===== config.mk =====
export PLATFORM = sky130hd
export DESIGN_NAME = password_entry_flat
export DESIGN_NICKNAME = d
export VERILOG_FILES = /design/src/rtl/password_entry_pkg.sv /design/src/rtl/password_entry_if.sv /design/src/rtl/password_entry_rise_edge_detect.sv /design/src/rtl/password_entry.sv /design/src/flat_wrapper.sv
export SDC_FILE = /design/constraint.sdc
export NUM_CORES = 1
export LEC_CHECK = 0
export ABC_AREA = 1
export CORE_AREA = 10 10 66 63
export DETAILED_ROUTE_END_ITERATION = 10
export DIE_AREA = 0 0 76 73
export HOLD_SLACK_MARGIN = 0.06
export PLACE_DENSITY = 0.85
export SLEW_MARGIN = 25
export SYNTH_ARGS = -nofsm -noshare
export SYNTH_HDL_FRONTEND = slang
export SYNTH_SLANG_ARGS = --single-unit

===== constraint.sdc =====
create_clock -name clk -period 2.7 [get_ports clk]
set_input_delay 0.27 -clock clk [delete_from_list [all_inputs] [get_ports clk]]
set_output_delay 0.27 -clock clk [all_outputs]
set_load 0.02 [all_outputs]

===== src/rtl/password_entry_pkg.sv =====
// Shared constants for the password entry block.
// Default digit geometry and the FSM state encoding.
package password_entry_pkg;

  localparam int DEF_DIGIT_W    = 4;
  localparam int DEF_NUM_DIGITS = 4;
  localparam int DEF_PW_W       = DEF_DIGIT_W * DEF_NUM_DIGITS;

  localparam logic [1:0] IDLE    = 2'd0;
  localparam logic [1:0] COLLECT = 2'd1;
  localparam logic [1:0] EMIT    = 2'd2;

endpackage


===== src/rtl/password_entry_if.sv =====
// Keypad-side inputs and access-control-side outputs of password_entry.
// slave: the entry block; master: keypad driver / downstream consumer.
interface password_entry_if
  import password_entry_pkg::*;
#(
  parameter int DIGIT_W    = DEF_DIGIT_W,
  parameter int NUM_DIGITS = DEF_NUM_DIGITS
) ();

  logic [DIGIT_W-1:0]            digit_in;
  logic                          digit_btn;
  logic                          clear_btn;
  logic [DIGIT_W*NUM_DIGITS-1:0] data_out;
  logic                          data_load;
  logic [2:0]                    digit_count;
  logic                          entry_active;
  logic                          entry_timeout;

  modport slave (
    input  digit_in, digit_btn, clear_btn,
    output data_out, data_load, digit_count,
    output entry_active, entry_timeout
  );

  modport master (
    output digit_in, digit_btn, clear_btn,
    input  data_out, data_load, digit_count,
    input  entry_active, entry_timeout
  );

endinterface


===== src/rtl/password_entry_rise_edge_detect.sv =====
// Registered rising-edge one-shot: event_o = btn_i & ~btn_q.
// Ports: clk, rst (sync, high), btn_i level in, event_o pulse out.
module rise_edge_detect (
  input  logic clk,
  input  logic rst,
  input  logic btn_i,
  output logic event_o
);

  logic btn_q;

  // History resets high so a button held through reset gives no edge.
  always_ff @(posedge clk) begin
    if (rst) btn_q <= 1'b1;
    else     btn_q <= btn_i;
  end

  assign event_o = btn_i & ~btn_q;

endmodule


===== src/rtl/password_entry.sv =====
// Collects NUM_DIGITS keypad digits into one word with a load strobe.
// Ports: clk, rst (sync, high), bus (password_entry_if.slave).
// Optional idle timeout: define PASSWORD_ENTRY_TIMEOUT_EN.
module password_entry
  import password_entry_pkg::*;
#(
  parameter int DIGIT_W        = DEF_DIGIT_W,
  parameter int NUM_DIGITS     = DEF_NUM_DIGITS,
  parameter int TIMEOUT_CYCLES = 50000000
) (
  input  logic              clk,
  input  logic              rst,
  password_entry_if.slave   bus
);

  localparam int PW_W = DIGIT_W * NUM_DIGITS;
  localparam logic [2:0] LAST = 3'(NUM_DIGITS - 1);

  logic            dig_ev;
  logic            clr_ev;
  logic [1:0]      state_q, state_d;
  logic [PW_W-1:0] shift_q, shift_d;
  logic [PW_W-1:0] data_q, data_d;
  logic [PW_W-1:0] shifted;
  logic [2:0]      count_q, count_d;
  logic            load_q, load_d;
  logic            tmo_q, tmo_d;
  logic            expire;

  rise_edge_detect u_dig (
    .clk     (clk),
    .rst     (rst),
    .btn_i   (bus.digit_btn),
    .event_o (dig_ev)
  );

  rise_edge_detect u_clr (
    .clk     (clk),
    .rst     (rst),
    .btn_i   (bus.clear_btn),
    .event_o (clr_ev)
  );

  assign shifted = (shift_q << DIGIT_W)
                 | PW_W'(bus.digit_in);

`ifdef PASSWORD_ENTRY_TIMEOUT_EN
  logic [31:0] idle_q, idle_d;

  assign expire = (state_q == COLLECT)
               && (idle_q == 32'(TIMEOUT_CYCLES - 1));

  // Counts only while staying in COLLECT without a new digit.
  always_comb begin
    idle_d = '0;
    if (state_q == COLLECT && state_d == COLLECT && !dig_ev)
      idle_d = idle_q + 32'd1;
  end

  always_ff @(posedge clk) begin
    if (rst) idle_q <= '0;
    else     idle_q <= idle_d;
  end
`else
  logic [31:0] unused_tmo;
  assign unused_tmo = 32'(TIMEOUT_CYCLES);
  assign expire     = 1'b0;
`endif

  always_comb begin
    state_d = state_q;
    shift_d = shift_q;
    data_d  = data_q;
    count_d = count_q;
    load_d  = 1'b0;
    tmo_d   = 1'b0;
    unique case (state_q)
      IDLE: begin
        if (clr_ev) begin
          shift_d = '0;
          count_d = '0;
        end else if (dig_ev) begin
          if (NUM_DIGITS == 1) begin
            data_d  = shifted;
            shift_d = '0;
            load_d  = 1'b1;
            state_d = EMIT;
          end else begin
            shift_d = shifted;
            count_d = 3'd1;
            state_d = COLLECT;
          end
        end
      end
      COLLECT: begin
        // Clear beats a same-cycle digit; a digit beats expiry.
        if (clr_ev) begin
          shift_d = '0;
          count_d = '0;
          state_d = IDLE;
        end else if (dig_ev) begin
          if (count_q == LAST) begin
            data_d  = shifted;
            shift_d = '0;
            count_d = '0;
            load_d  = 1'b1;
            state_d = EMIT;
          end else begin
            shift_d = shifted;
            count_d = count_q + 3'd1;
          end
        end else if (expire) begin
          shift_d = '0;
          count_d = '0;
          tmo_d   = 1'b1;
          state_d = IDLE;
        end
      end
      EMIT: begin
        state_d = IDLE;
      end
      default: begin
        shift_d = '0;
        count_d = '0;
        state_d = IDLE;
      end
    endcase
  end

  always_ff @(posedge clk) begin
    if (rst) begin
      state_q <= IDLE;
      shift_q <= '0;
      data_q  <= '0;
      count_q <= '0;
      load_q  <= 1'b0;
      tmo_q   <= 1'b0;
    end else begin
      state_q <= state_d;
      shift_q <= shift_d;
      data_q  <= data_d;
      count_q <= count_d;
      load_q  <= load_d;
      tmo_q   <= tmo_d;
    end
  end

  assign bus.data_out      = data_q;
  assign bus.data_load     = load_q;
  assign bus.digit_count   = count_q;
  assign bus.entry_active  = (state_q == COLLECT);
  assign bus.entry_timeout = tmo_q;

endmodule


===== src/flat_wrapper.sv =====
// flat-port wrapper written by rule: the top's interface ports become plain ports
module password_entry_flat import password_entry_pkg::*;
#(
  parameter int DIGIT_W        = DEF_DIGIT_W,
  parameter int NUM_DIGITS     = DEF_NUM_DIGITS,
  parameter int TIMEOUT_CYCLES = 50000000
)
  (clk, rst, bus_digit_in, bus_digit_btn, bus_clear_btn, bus_data_out, bus_data_load, bus_digit_count, bus_entry_active, bus_entry_timeout);
  password_entry_if #(.DIGIT_W(DIGIT_W), .NUM_DIGITS(NUM_DIGITS)) bus_i ();
  input  logic clk;
  input  logic rst;
  input wire logic [$bits(bus_i.digit_in)-1:0] bus_digit_in;
  input wire logic [$bits(bus_i.digit_btn)-1:0] bus_digit_btn;
  input wire logic [$bits(bus_i.clear_btn)-1:0] bus_clear_btn;
  output wire logic [$bits(bus_i.data_out)-1:0] bus_data_out;
  output wire logic [$bits(bus_i.data_load)-1:0] bus_data_load;
  output wire logic [$bits(bus_i.digit_count)-1:0] bus_digit_count;
  output wire logic [$bits(bus_i.entry_active)-1:0] bus_entry_active;
  output wire logic [$bits(bus_i.entry_timeout)-1:0] bus_entry_timeout;
  assign bus_i.digit_in = bus_digit_in;
  assign bus_i.digit_btn = bus_digit_btn;
  assign bus_i.clear_btn = bus_clear_btn;
  assign bus_data_out = bus_i.data_out;
  assign bus_data_load = bus_i.data_load;
  assign bus_digit_count = bus_i.digit_count;
  assign bus_entry_active = bus_i.entry_active;
  assign bus_entry_timeout = bus_i.entry_timeout;
  password_entry #(.DIGIT_W(DIGIT_W), .NUM_DIGITS(NUM_DIGITS), .TIMEOUT_CYCLES(TIMEOUT_CYCLES)) u_core (.clk(clk), .rst(rst), .bus(bus_i));
endmodule

# [Word level (Yosys, flattened, before mapping)]
# Cells that the tools add are included.
[word_totals] in_bits=8 ff_bits=36
[op_classes] bitwise=9 addsub=1 n_reduce_logical=5 n_mux=19 n_eq_ne=8
[ops] cell="$mux 12" count=5
[ops] cell="$pmux 12 s3" count=1
[ops] cell="$or 16x4->16" count=1
[ops] cell="$mux 3" count=5
[ops] cell="$mux 2" count=5
[ops] cell="$ne 3x1->1 const B" count=3
[ops] cell="$pmux 3 s3" count=1
[ops] cell="$reduce_and 4->1" count=2
[ops] cell="$not 1->1" count=6
[ops] cell="$pmux 2 s2" count=1
[ops] cell="$reduce_or 4->1" count=1
[ops] cell="$add 3x1->3 const B" count=1
[ops] cell="$eq 3x2->1 const B" count=1
[ops] cell="$reduce_and 3->1" count=1
[ops] cell="$and 1x1->1" count=2
[ops] cell="$eq 2x1->1 const B" count=1
[ops] cell="$eq 2x2->1 const B" count=1
[ops] cell="$logic_not 2->1" count=1
[ops] cell="$ne 2x1->1 const B" count=1
[ops] cell="$ne 2x2->1 const B" count=1
[ops] cell="$mux 1" count=1

# [Depth between registers and ports, before layout]
[depth] ltp_word=5 ltp_mapped=9 ltp_nobuf=8

# [Cells and area by module]
# A second synthesis with hierarchy kept.
[unflattened] cells_unflattened=177 hier_area_um2=1457.6
[modules_own_cells] module="password_entry" area_each_um2=1382.6 n_inst=1 seq_area_each_um2=680.7 cells_per_inst=167
[modules_own_cells] module="rise_edge_detect" area_each_um2=37.5 n_inst=2 seq_area_each_um2=20.0 cells_per_inst=5

# [Worst setup path before layout]
# OpenSTA, ideal clock, no wires.
[synth_path] kind="flip-flop to flip-flop" start="reg u_core.count_q[0] (netlist: u_core.bus.digit_count[0])" end="reg u_core.data_q[0] (netlist: u_core.bus.data_out[0])" required_time_ns=2.584 t_arrival_ns=1.280 slack_ns=1.305 path_buffers=1 period_less_slack_ns=1.395 setup_time_ns=0.116 path_stages_with_launch=8 path_cell_list="dfxtp_1 > ha_1 > nand2_1 > nor2_2 > nand2_4 > buf_6 > o21ai_0 > nor2_1"
[synth_between] elab_chain_len=2
[synth_lines] item="start: declaration" line="password_entry.sv:25" rtl="logic [2:0] count_q, count_d;"
[synth_lines] item="start signal: assignment" line="password_entry.sv:142" rtl="count_q <= count_d;"
[synth_lines] item="$eq 3x2->1" line="password_entry.sv:102" rtl="if (count_q == LAST) begin"
[synth_lines] item="$reduce_and 4->1 (no line)"
[synth_lines] item="end signal: assignment" line="password_entry.sv:141" rtl="data_q <= data_d;"
[synth_lines] item="end: declaration" line="password_entry.sv:23" rtl="logic [PW_W-1:0] data_q, data_d;"
# No other way between the ends.
# A chain may end at the register's enable or synchronous reset.

# [Worst setup path after layout]
[layout_path] start="reg u_core.state_q[1]" end="out bus_entry_active"
[layout_between] elab_chain_len=1
[layout_lines] item="start: declaration" line="password_entry.sv:21" rtl="logic [1:0] state_q, state_d;"
[layout_lines] item="start signal: assignment" line="password_entry.sv:139" rtl="state_q <= state_d;"
[layout_lines] item="$eq 2x1->1" line="password_entry.sv:151" rtl="assign bus.entry_active = (state_q == COLLECT);"
[layout_lines] item="end: declaration" line="flat_wrapper.sv:18" rtl="output wire logic [$bits(bus_i.entry_active)-1:0] bus_entry_active;"
# No other way between the ends.

==> flow_summary_export.csv <==
group,metric,value,unit
run_status,status,"finished, final reports clean",
timing,skew,0.0110,ns
route,first_pass_iters,4,
clock_network,clk_pin_slew_worst_paths,0.11,ns
setup_path,cp_cell_sequence,"nor2_2 -> clkdlybuf4s50_1",
synth,synthCells,175,
clock_network,post_cts_resized,0,
min_path,hold_class,"flop to flop",
timing,drv_slew,0,
clock_network,post_cts_buffers,0,
route,wl_per_cell,12.2,um
grt,grt_max_degree,21,
synth,syn_area_per_cell,8.15,sq um
route,vias_per_cell,4.98,
pwr,powerDensity,560,nW/um^2
grt,track_usage,0.109,
clock_network,clkSinkCount,36,
synth,synthFlopType,"dfxtp_1",
setup_path,end_kind,"output port",
timing,setup_ws,0.884,ns
place,portBuffers,28,
route,drc_errors,0,
cells_and_area,diodes,0,
clock_network,cts_hold_buf,0,
die,pin_count,30,
timing,fmax,551,MHz
synth,synth_fp_nets,184,
synth,synth_area_leaders,"dfxtp_1 (51%), nand3_1 (9.5%), nor2_1 (9.2%)",
synth,async_flop_share,0,
synth,yosysWarnings,0,
die,coreArea,2880,sq um
timing,tightest_slew,0.646,ns
route,vias,1215,
die,die_x,76,um
cells_and_area,syn_to_final_growth,23.5,%
die,row_count,19,
die,start_util,0.496,
place,place_congestion,0.801,
synth,synth_seq_cells,36,
grt,grt_first_pass_wirelength,4.94,mm
cells_and_area,drive_gt1_frac,0.114,
timing,fin_crit_sh,0.672,
timing,finalCriticalPeriod,1.82,ns
timing,finalHoldViolations,0,
route,met1_length,1.29,mm
synth,ys_types,22,
setup_path,max_stage_delay,0.64,ns
synth,seq_area_frac_synth,0.505,
clock_network,htree_num_levels,2,
setup_path,cp.arrival,1.55,ns
clock_network,cts_buffers,5,
die,dieArea,5550,sq um
synth,synth_top_area_frac,0.505,
clock_network,clock_latency,0.35,ns
place,dp_hpwl,2.07,mm
clock_network,root_buffer,"clkbuf_4",
route,routed_wl,2.98,mm
grt,gr-total-overflow,0,
route,wl_met3,207,um
clock_network,cts_buffer_depth,2,
timing,rsz0062_at_grt,"no",
route,top_layer,"met4",
route,postRouteAntennaNets,0,
pwr,max-vdd-ir-drop,403,uV
route,wl_met2,1.42,mm
die,die_y,73,um
setup_path,critical_path_class,"flop to output port",
flow_run,cap_violations,0,
setup_path,cp_max_fo,5,
place,preCtsSetupSlack,0.804,ns
synth,yosysTopAreaCell,"dfxtp_1",
synth,yosysMostFrequentCell,"dfxtp_1",
setup_path,cp-start-kind,"flop",
route,drt_iter0_markers,57,
clock_network,cts_tree,"built",
synth,synth_area,1430,sq um
synth,synthTopCellsByCount,"dfxtp_1 (36), nor2_1 (35), nand3_1 (27)",
timing,totalNegativeSetupSlack,0,ns
setup_path,critPathSlowestCell,"clkdlybuf4s50_1",
cells_and_area,fin_nets,210,
grt,grt_antenna_before_repair,0,
setup_path,cp.required,2.43,ns
timing,slew_headroom,0.569,
pwr,power.leakage,0.000654,uW
synth,synth_edf_count,0,
grt,grt_pass1_vias,1108,
timing,setup_viol,0,
## where the power goes
part	internal (uW)	switching, uW
clock	194	179
combinational	27.3	42.8
sequential	538	4.99
total	760	227
## worst max-delay path, delay by kind of cell (launching register included)
kind | cells | cell delay [ns]
buf+inv | 1 | 0.64
flops | 1 | 0.38
simple gates | 1 | 0.18
## cell usage in the layout, fill, tap and decap left out, types with 5 or more instances in the layout
| cell | count |
|---|---|
| dfxtp_1 | 36 |
| o21ai_0 | 16 |
| clkdlybuf4s50_1 | 28 |
| a21oi_1 | 14 |
| nor2_1 | 35 |
| nand3_1 | 27 |
| nand2_1 | 11 |
| inv_1 | 8 |
| clkbuf_4 | 5 |
## final timing paths
kind / from / endpoint / slack [ns] / cells after the start
worst max-delay path: u_core.state_q[1] / bus_entry_active / 0.88 / 2
worst min-delay path: u_core.bus.digit_count[2] / u_core.bus.digit_count[2] / 0.47 / 2
worst max register to register: u_core.u_clr.btn_q / u_core.shift_q[6] / 1.23 / 5
worst min register to register: u_core.bus.digit_count[2] / u_core.bus.digit_count[2] / 0.47 / 2
## layer usage
layer  track usage  up-vias
met1         0.111      552
li1              -      626
met4        0.0630        0
met3        0.0493        8
met5             0        -
met2         0.184       29
## final cells by class
type / instances / area, sq um
fillers: 274 / 1110
well taps: 42 / 52.6
clock inverters: 2 / 35.0
repair buffers: 29 / 288
clock buffers: 6 / 41.3
flip-flops and latches: 36 / 721
inverters: 10 / 42.5
multi-input cells: 119 / 582
## per-stage QoR
step	utilization	hold WS (ns)	area (sq um)	power, uW	instances
2_1_floorplan	-	0.374	1430	607	175
4_1_cts	0.612	0.472	1760	989	244
3_3_place_gp	0.586	0.452	1690	624	236
5_1_grt	0.612	0.490	1760	1020	244
6_report	0.612	0.468	1760	986	244
3_5_place_dp	0.586	0.456	1690	626	236
## sequential cells by signal, summed over array words and instances (netlist names)
register / cells
u_core.u_clr.btn_q: 1
u_core.u_dig.btn_q: 1
u_core.bus.data_load: 1
u_core.bus.data_out: 16
u_core.shift_q: 12
u_core.state_q: 2
u_core.bus.digit_count: 3
## cells by family after synthesis
| group | synth area share |
|---|---|
| other | 0.00263 |
| flip-flops | 0.505 |
| AO/OA/AOI/OAI | 0.124 |
| adder cells (fa/ha/maj) | 0.00877 |
| buffers and inverters | 0.0868 |
| AND/OR/NAND/NOR | 0.273 |
No activity file was read; power rests on OpenSTA's default activity.
